File: src/rtl/ssd_ahb_arbiter.sv
// ssd_ahb_arbiter
// Two-requester arbiter that turns a granted request into a pair of AHB-Lite
// single writes: the latched payload to the SSD data register (BASE_ADDR),
// then 32'h1 to the done-flag register (BASE_ADDR + 4).
//
// Build option: define SSD_ARB_ROUND_ROBIN_EN for round-robin arbitration.
// Without it requester 0 always wins when both request.
//
// DATA_W must lie in 1..31 so the payload is zero-extended into hwdata.
//
// Requester handshake: req[i] is a level request. Once raised it stays high
// until the cycle in which ack[i] or err[i] is seen. ack/err are single-cycle
// one-hot pulses, never both in the same cycle. The payload is sampled only
// on the grant edge. Dropping req after the grant does not cancel the
// transfer. The cycle that carries ack/err is always spent in IDLE without a
// new grant, so a requester that is still holding req in that cycle is not
// granted twice for one request.
//
// dbg_state exposes the FSM state for checkers:
// 0 = IDLE, 1 = ADDR_DATA, 2 = ADDR_DONE, 3 = DATA_DONE.
module ssd_ahb_arbiter #(
    parameter logic [31:0] BASE_ADDR = 32'hC000_0000,
    parameter int          DATA_W    = 5
) (
    input  logic              clk,
    input  logic              reset,
    input  logic [1:0]        req,
    input  logic [DATA_W-1:0] req_data0,
    input  logic [DATA_W-1:0] req_data1,
    output logic [1:0]        ack,
    output logic [1:0]        err,
    output logic              busy,
    output logic              grant_id,
    output logic [31:0]       haddr,
    output logic              hwrite,
    output logic [2:0]        hsize,
    output logic [2:0]        hburst,
    output logic [3:0]        hprot,
    output logic [1:0]        htrans,
    output logic              hmastlock,
    output logic [31:0]       hwdata,
    input  logic              hready,
    input  logic              hresp,
    output logic [1:0]        dbg_state
);

    localparam int          PAD_W        = 32 - DATA_W;
    localparam logic [1:0]  HTRANS_IDLE  = 2'b00;
    localparam logic [1:0]  HTRANS_NSEQ  = 2'b10;
    localparam logic [31:0] DONE_ADDR    = BASE_ADDR + 32'd4;

    typedef enum logic [1:0] {
        ST_IDLE      = 2'd0,
        ST_ADDR_DATA = 2'd1,
        ST_ADDR_DONE = 2'd2,
        ST_DATA_DONE = 2'd3
    } state_t;

    state_t            state_q;
    state_t            state_d;
    logic [DATA_W-1:0] payload_q;
    logic              winner;
    logic              grant_en;
    logic              ack_now;
    logic              err_now;

`ifdef SSD_ARB_ROUND_ROBIN_EN
    // Most recently granted requester; resets to 1 so requester 0 wins first.
    logic              rr_last_q;
`endif

    // A grant may only happen from IDLE, and never in the completion cycle.
    assign grant_en = (state_q == ST_IDLE) && (req != 2'b00) && (ack == 2'b00) && (err == 2'b00);

    // An error response seen while a data phase is outstanding ends the transfer.
    assign err_now = ((state_q == ST_ADDR_DONE) || (state_q == ST_DATA_DONE)) && hresp;

    // Clean completion of the done-flag data phase.
    assign ack_now = (state_q == ST_DATA_DONE) && hready && !hresp;

    // Pick the winning requester among the currently asserted request lines.
    always_comb begin
`ifdef SSD_ARB_ROUND_ROBIN_EN
        if (req == 2'b11) begin
            winner = ~rr_last_q;
        end else begin
            winner = ~req[0];
        end
`else
        winner = ~req[0];
`endif
    end

    // State register.
    always_ff @(posedge clk or posedge reset) begin
        if (reset) begin
            state_q <= ST_IDLE;
        end else begin
            state_q <= state_d;
        end
    end

    // Next-state logic: each bus phase advances on hready, errors fall back to IDLE.
    always_comb begin
        state_d = state_q;
        case (state_q)
            ST_IDLE: begin
                if (grant_en) begin
                    state_d = ST_ADDR_DATA;
                end
            end
            ST_ADDR_DATA: begin
                if (hready) begin
                    state_d = ST_ADDR_DONE;
                end
            end
            ST_ADDR_DONE: begin
                if (hresp) begin
                    state_d = ST_IDLE;
                end else if (hready) begin
                    state_d = ST_DATA_DONE;
                end
            end
            ST_DATA_DONE: begin
                if (hresp || hready) begin
                    state_d = ST_IDLE;
                end
            end
            default: begin
                state_d = ST_IDLE;
            end
        endcase
    end

    // Grant bookkeeping: winner index and its payload are captured on the grant edge only.
    always_ff @(posedge clk or posedge reset) begin
        if (reset) begin
            grant_id  <= 1'b0;
            payload_q <= '0;
        end else if (grant_en) begin
            grant_id  <= winner;
            payload_q <= winner ? req_data1 : req_data0;
        end
    end

`ifdef SSD_ARB_ROUND_ROBIN_EN
    // Round-robin pointer follows every grant.
    always_ff @(posedge clk or posedge reset) begin
        if (reset) begin
            rr_last_q <= 1'b1;
        end else if (grant_en) begin
            rr_last_q <= winner;
        end
    end
`endif

    // Single-cycle completion pulses, steered to the granted requester.
    always_ff @(posedge clk or posedge reset) begin
        if (reset) begin
            ack <= 2'b00;
            err <= 2'b00;
        end else begin
            ack <= 2'b00;
            err <= 2'b00;
            if (ack_now) begin
                ack[grant_id] <= 1'b1;
            end
            if (err_now) begin
                err[grant_id] <= 1'b1;
            end
        end
    end

    // Bus outputs decoded from the state alone, so reset clears them immediately.
    always_comb begin
        htrans = HTRANS_IDLE;
        haddr  = 32'h0;
        hwdata = 32'h0;
        hwrite = 1'b0;
        case (state_q)
            ST_ADDR_DATA: begin
                htrans = HTRANS_NSEQ;
                haddr  = BASE_ADDR;
                hwrite = 1'b1;
            end
            ST_ADDR_DONE: begin
                htrans = HTRANS_NSEQ;
                haddr  = DONE_ADDR;
                hwrite = 1'b1;
                hwdata = {{PAD_W{1'b0}}, payload_q};
            end
            ST_DATA_DONE: begin
                hwdata = 32'h1;
            end
            default: begin
                htrans = HTRANS_IDLE;
            end
        endcase
    end

    // Fixed transfer attributes: single 32-bit, non-locked, privileged data access.
    assign hsize     = 3'b010;
    assign hburst    = 3'b000;
    assign hprot     = 4'b0011;
    assign hmastlock = 1'b0;

    assign busy      = (state_q != ST_IDLE);
    assign dbg_state = state_q;

endmodule

File: config.mk
export PLATFORM = sky130hd
export DESIGN_NAME = ssd_ahb_arbiter
export DESIGN_NICKNAME = d
export VERILOG_FILES = /design/src/rtl/ssd_ahb_arbiter.sv
export SDC_FILE = /design/constraint.sdc
export NUM_CORES = 1
export LEC_CHECK = 0
export ABC_AREA = 1
export BUFFER_PORTS_ARGS = -buffer_cell sky130_fd_sc_hd__buf_2
export CAP_MARGIN = 10
export CORE_MARGIN = 1.5
export CORE_UTILIZATION = 35
export CTS_CLUSTER_DIAMETER = 50
export DETAILED_ROUTE_END_ITERATION = 16
export MAX_ROUTING_LAYER = met4
export PLACE_DENSITY = 0.74
export SLEW_MARGIN = 10
export SYNTH_ARGS = -nofsm -noshare
export SYNTH_HDL_FRONTEND = slang
export SYNTH_SLANG_ARGS = --single-unit
File: constraint.sdc
create_clock -name clk -period 3.1 [get_ports clk]
set_input_delay 0 -clock clk [delete_from_list [all_inputs] [get_ports clk]]
set_output_delay 0 -clock clk [all_outputs]
set_load 0.03 [all_outputs]
==> flow_metrics.tcl <==
set metrics [dict create \
    outcome "finished, violations left" \
    violations "hold timing" \
    dp_slack_ns 1.56 \
    initialDrtViolationCount 11 \
    fin_hold_ws_ns -0.00137 \
    die_w_um 62.5 \
    grt_pass1_vias 643 \
    hold_viol_final 1 \
    drc 0 \
    grt_pass1_wl_mm 2.62 \
    synth.avg_cell_area_um2 7.94 \
    cp.required_ns 3.10 \
    yosys_warnings 0 \
    ys_seq_elements 12 \
    ctsResizeCount 0 \
    dp_hpwl_mm 1.47 \
    cts.clk_slew.worst_paths_ns 0.08 \
    cts_root_buf "clkbuf_4" \
    num_vias 807 \
    syn2layout_area_growth_pct 0.909 \
    first_pass_iters 3 \
    power_per_cell_area_nw_per_um2 877 \
    drive_gt1_share_pct 22.9 \
    setup_ws_ns 1.49 \
    period_share_pct 51.8 \
    arrival_ns 1.61 \
    dieArea_um2 3910 \
    critical_path.startpoint_type "flip-flop" \
    grt_start_max_net_pins 14 \
    ant_nets 0 \
    period_minus_slack_ns 1.61 \
    p_leak_nw 0.807 \
    clk_latency_ns 0.27 \
    hp-class "input pin to flip-flop" \
    clock-sinks 12 \
    crit_path_max_incr_delay_ns 0.44 \
    gr-total-overflow 0 \
    clock.fmax_mhz 623 \
    synth.distinct_cells 17 \
    synthCells 156 \
    vdd_ir_drop_max_mv 0.326 \
    wire_per_inst_um 7.30 \
    drv_slew 0 \
    path_class "flip-flop to primary output" \
    viasPerCell 3.39 \
    maxCapViolations 0 \
    antenna_cells 0 \
    nFillCells 366 \
    gp_congestion 0.746 \
    skew_ns 0.00439 \
    wl_mm 1.74 \
    slowest_stage "dfrtp_1" \
    h-tree-depth 1 \
    antenna_found_initial 0 \
    fp.coreArea_um2 3360 \
    start_util_pct 36.8 \
    io_pins 102 \
    syn_area_um2 1240 \
    rsz0062_at_grt "false" \
    die_y_um 62.5 \
    final_cell_count_no_fill 238 \
    grt_usage_pct 8.67 \
    setup_viol 0 \
    ys_seq_area_share_pct 24.2 \
    finalNetCount 214 \
    finalSetupTns_ns 0 \
    numCtsBuffers 3 \
    critical_path.max_fanout 6 \
    rows 21 \
    cp-end-kind "primary output" \
    cts_tree "yes" \
    dp.cells 228 \
    io_buffers 33 \
    crit_top_cell "nor2_1" \
    clock_path_buffers 2 \
    critical_path.cell_chain "inv_1 -> ha_1 -> nor2_1 -> nor2_1 -> buf_2" \
]
[worst max-delay path, delay by kind of cell (launching register included)]
family	cells	cell delay, ns
buffers and inverters	2	0.34
flip-flops	1	0.44
AND/OR/NAND/NOR	2	0.25
adder cells (fa/ha/maj)	1	0.30
[synthesized netlist by cell type (all sizes together)]
cell type	count	area, µm²
buf	73	556
mux2i	5	50.1
nor3	2	10.0
nand3	3	15.0
dfrtp	12	300
nor2	8	35.0
conb	2	7.51
inv	14	52.6
o21ai	7	50.0
nand2	24	92.6
nand3b	1	7.51
ha	5	62.6
[path summary, 6_finish.rpt]
check | start | to | cells past startpoint | slack, ns
min | req_data1[3] | payload_q[3] | 3 | -0.001
min in group asynchronous | reset | payload_q[3] | 3 | 0.26
min reg2reg | payload_q[2] | payload_q[2] | 2 | 0.48
max | dbg_state[0] | hwdata[0] | 5 | 1.49
max in group asynchronous | reset | ack[0] | 3 | 2.52
max reg2reg | dbg_state[1] | dbg_state[1] | 9 | 1.56
[what timing repair did]
action / CTS / global route
hold buffers: 6 / 0
endpoints found under the setup margin: 0 / 0
endpoints found under the hold margin: 16 / 0
buffers inserted: 0 / 0
[cells in the final DEF, fill, tap and decap left out]
master / count
nor2_1: 6
nor3_1: 2
conb_1: 68
inv_1: 14
buf_2: 33
dfrtp_1: 12
o21ai_2: 4
mux2i_1: 5
nand3_1: 3
o21ai_0: 1
ha_1: 5
nand2_2: 1
o21ai_1: 2
nand2_1: 23
nor2_2: 2
nand3b_1: 1
clkbuf_4: 3
clkbuf_8: 1
dlygate4sd3_1: 6
[area by class of cell]
class / count / area (µm²) / share of cell area [%]
clock buffer: 4 / 36.3 / 2.90
tap: 46 / 57.6 / 4.60
sequential: 12 / 300 / 24.0
multi-input combinational: 123 / 578 / 46.2
timing repair buffer: 39 / 225 / 18.0
inverter: 14 / 52.6 / 4.20
[sequential cells by signal, indices dropped and copies added (netlist names)]
register,cells
payload_q,5
ack,2
dbg_state,2
err,2
grant_id,1
[through the flow]
step,total power [mW],util (%),cell area [µm²]
detailed placement,0.975,34.3,1150
floorplan,0.956,-,1490
finish,1.10,37.2,1250
global route,1.18,37.2,1250
global placement,0.968,34.3,1150
CTS,1.11,37.2,1250
[per-layer routing]
metal | up-vias | GRT usage, % | wire length, µm
met5 | - | - | 0
met4 | 0 | 3.33 | 21
met3 | 3 | 2.34 | 144
met2 | 49 | 15.1 | 863
met1 | 348 | 9.44 | 708
li1 | 407 | - | -
[report_power, final]
| part | internal [mW] | leakage [nW] | switching [mW] |
|---|---|---|---|
| clock network | 0.0714 | 0.0210 | 0.0518 |
| logic | 0.184 | 0.632 | 0.528 |
| registers | 0.215 | 0.154 | 0.0454 |
[cells by family after synthesis]
| family | count (synthesis) | share of synthesized area (%) |
|---|---|---|
| and+or+nand+nor | 38 | 12.9 |
| other | 2 | 0.606 |
| adders and majority gates | 5 | 5.05 |
| buffers and inverters | 87 | 49.1 |
| AOI/OAI and AO/OA | 7 | 4.04 |
| muxes | 5 | 4.04 |
| DFF | 12 | 24.2 |
No activity file was read; power rests on OpenSTA's default activity.
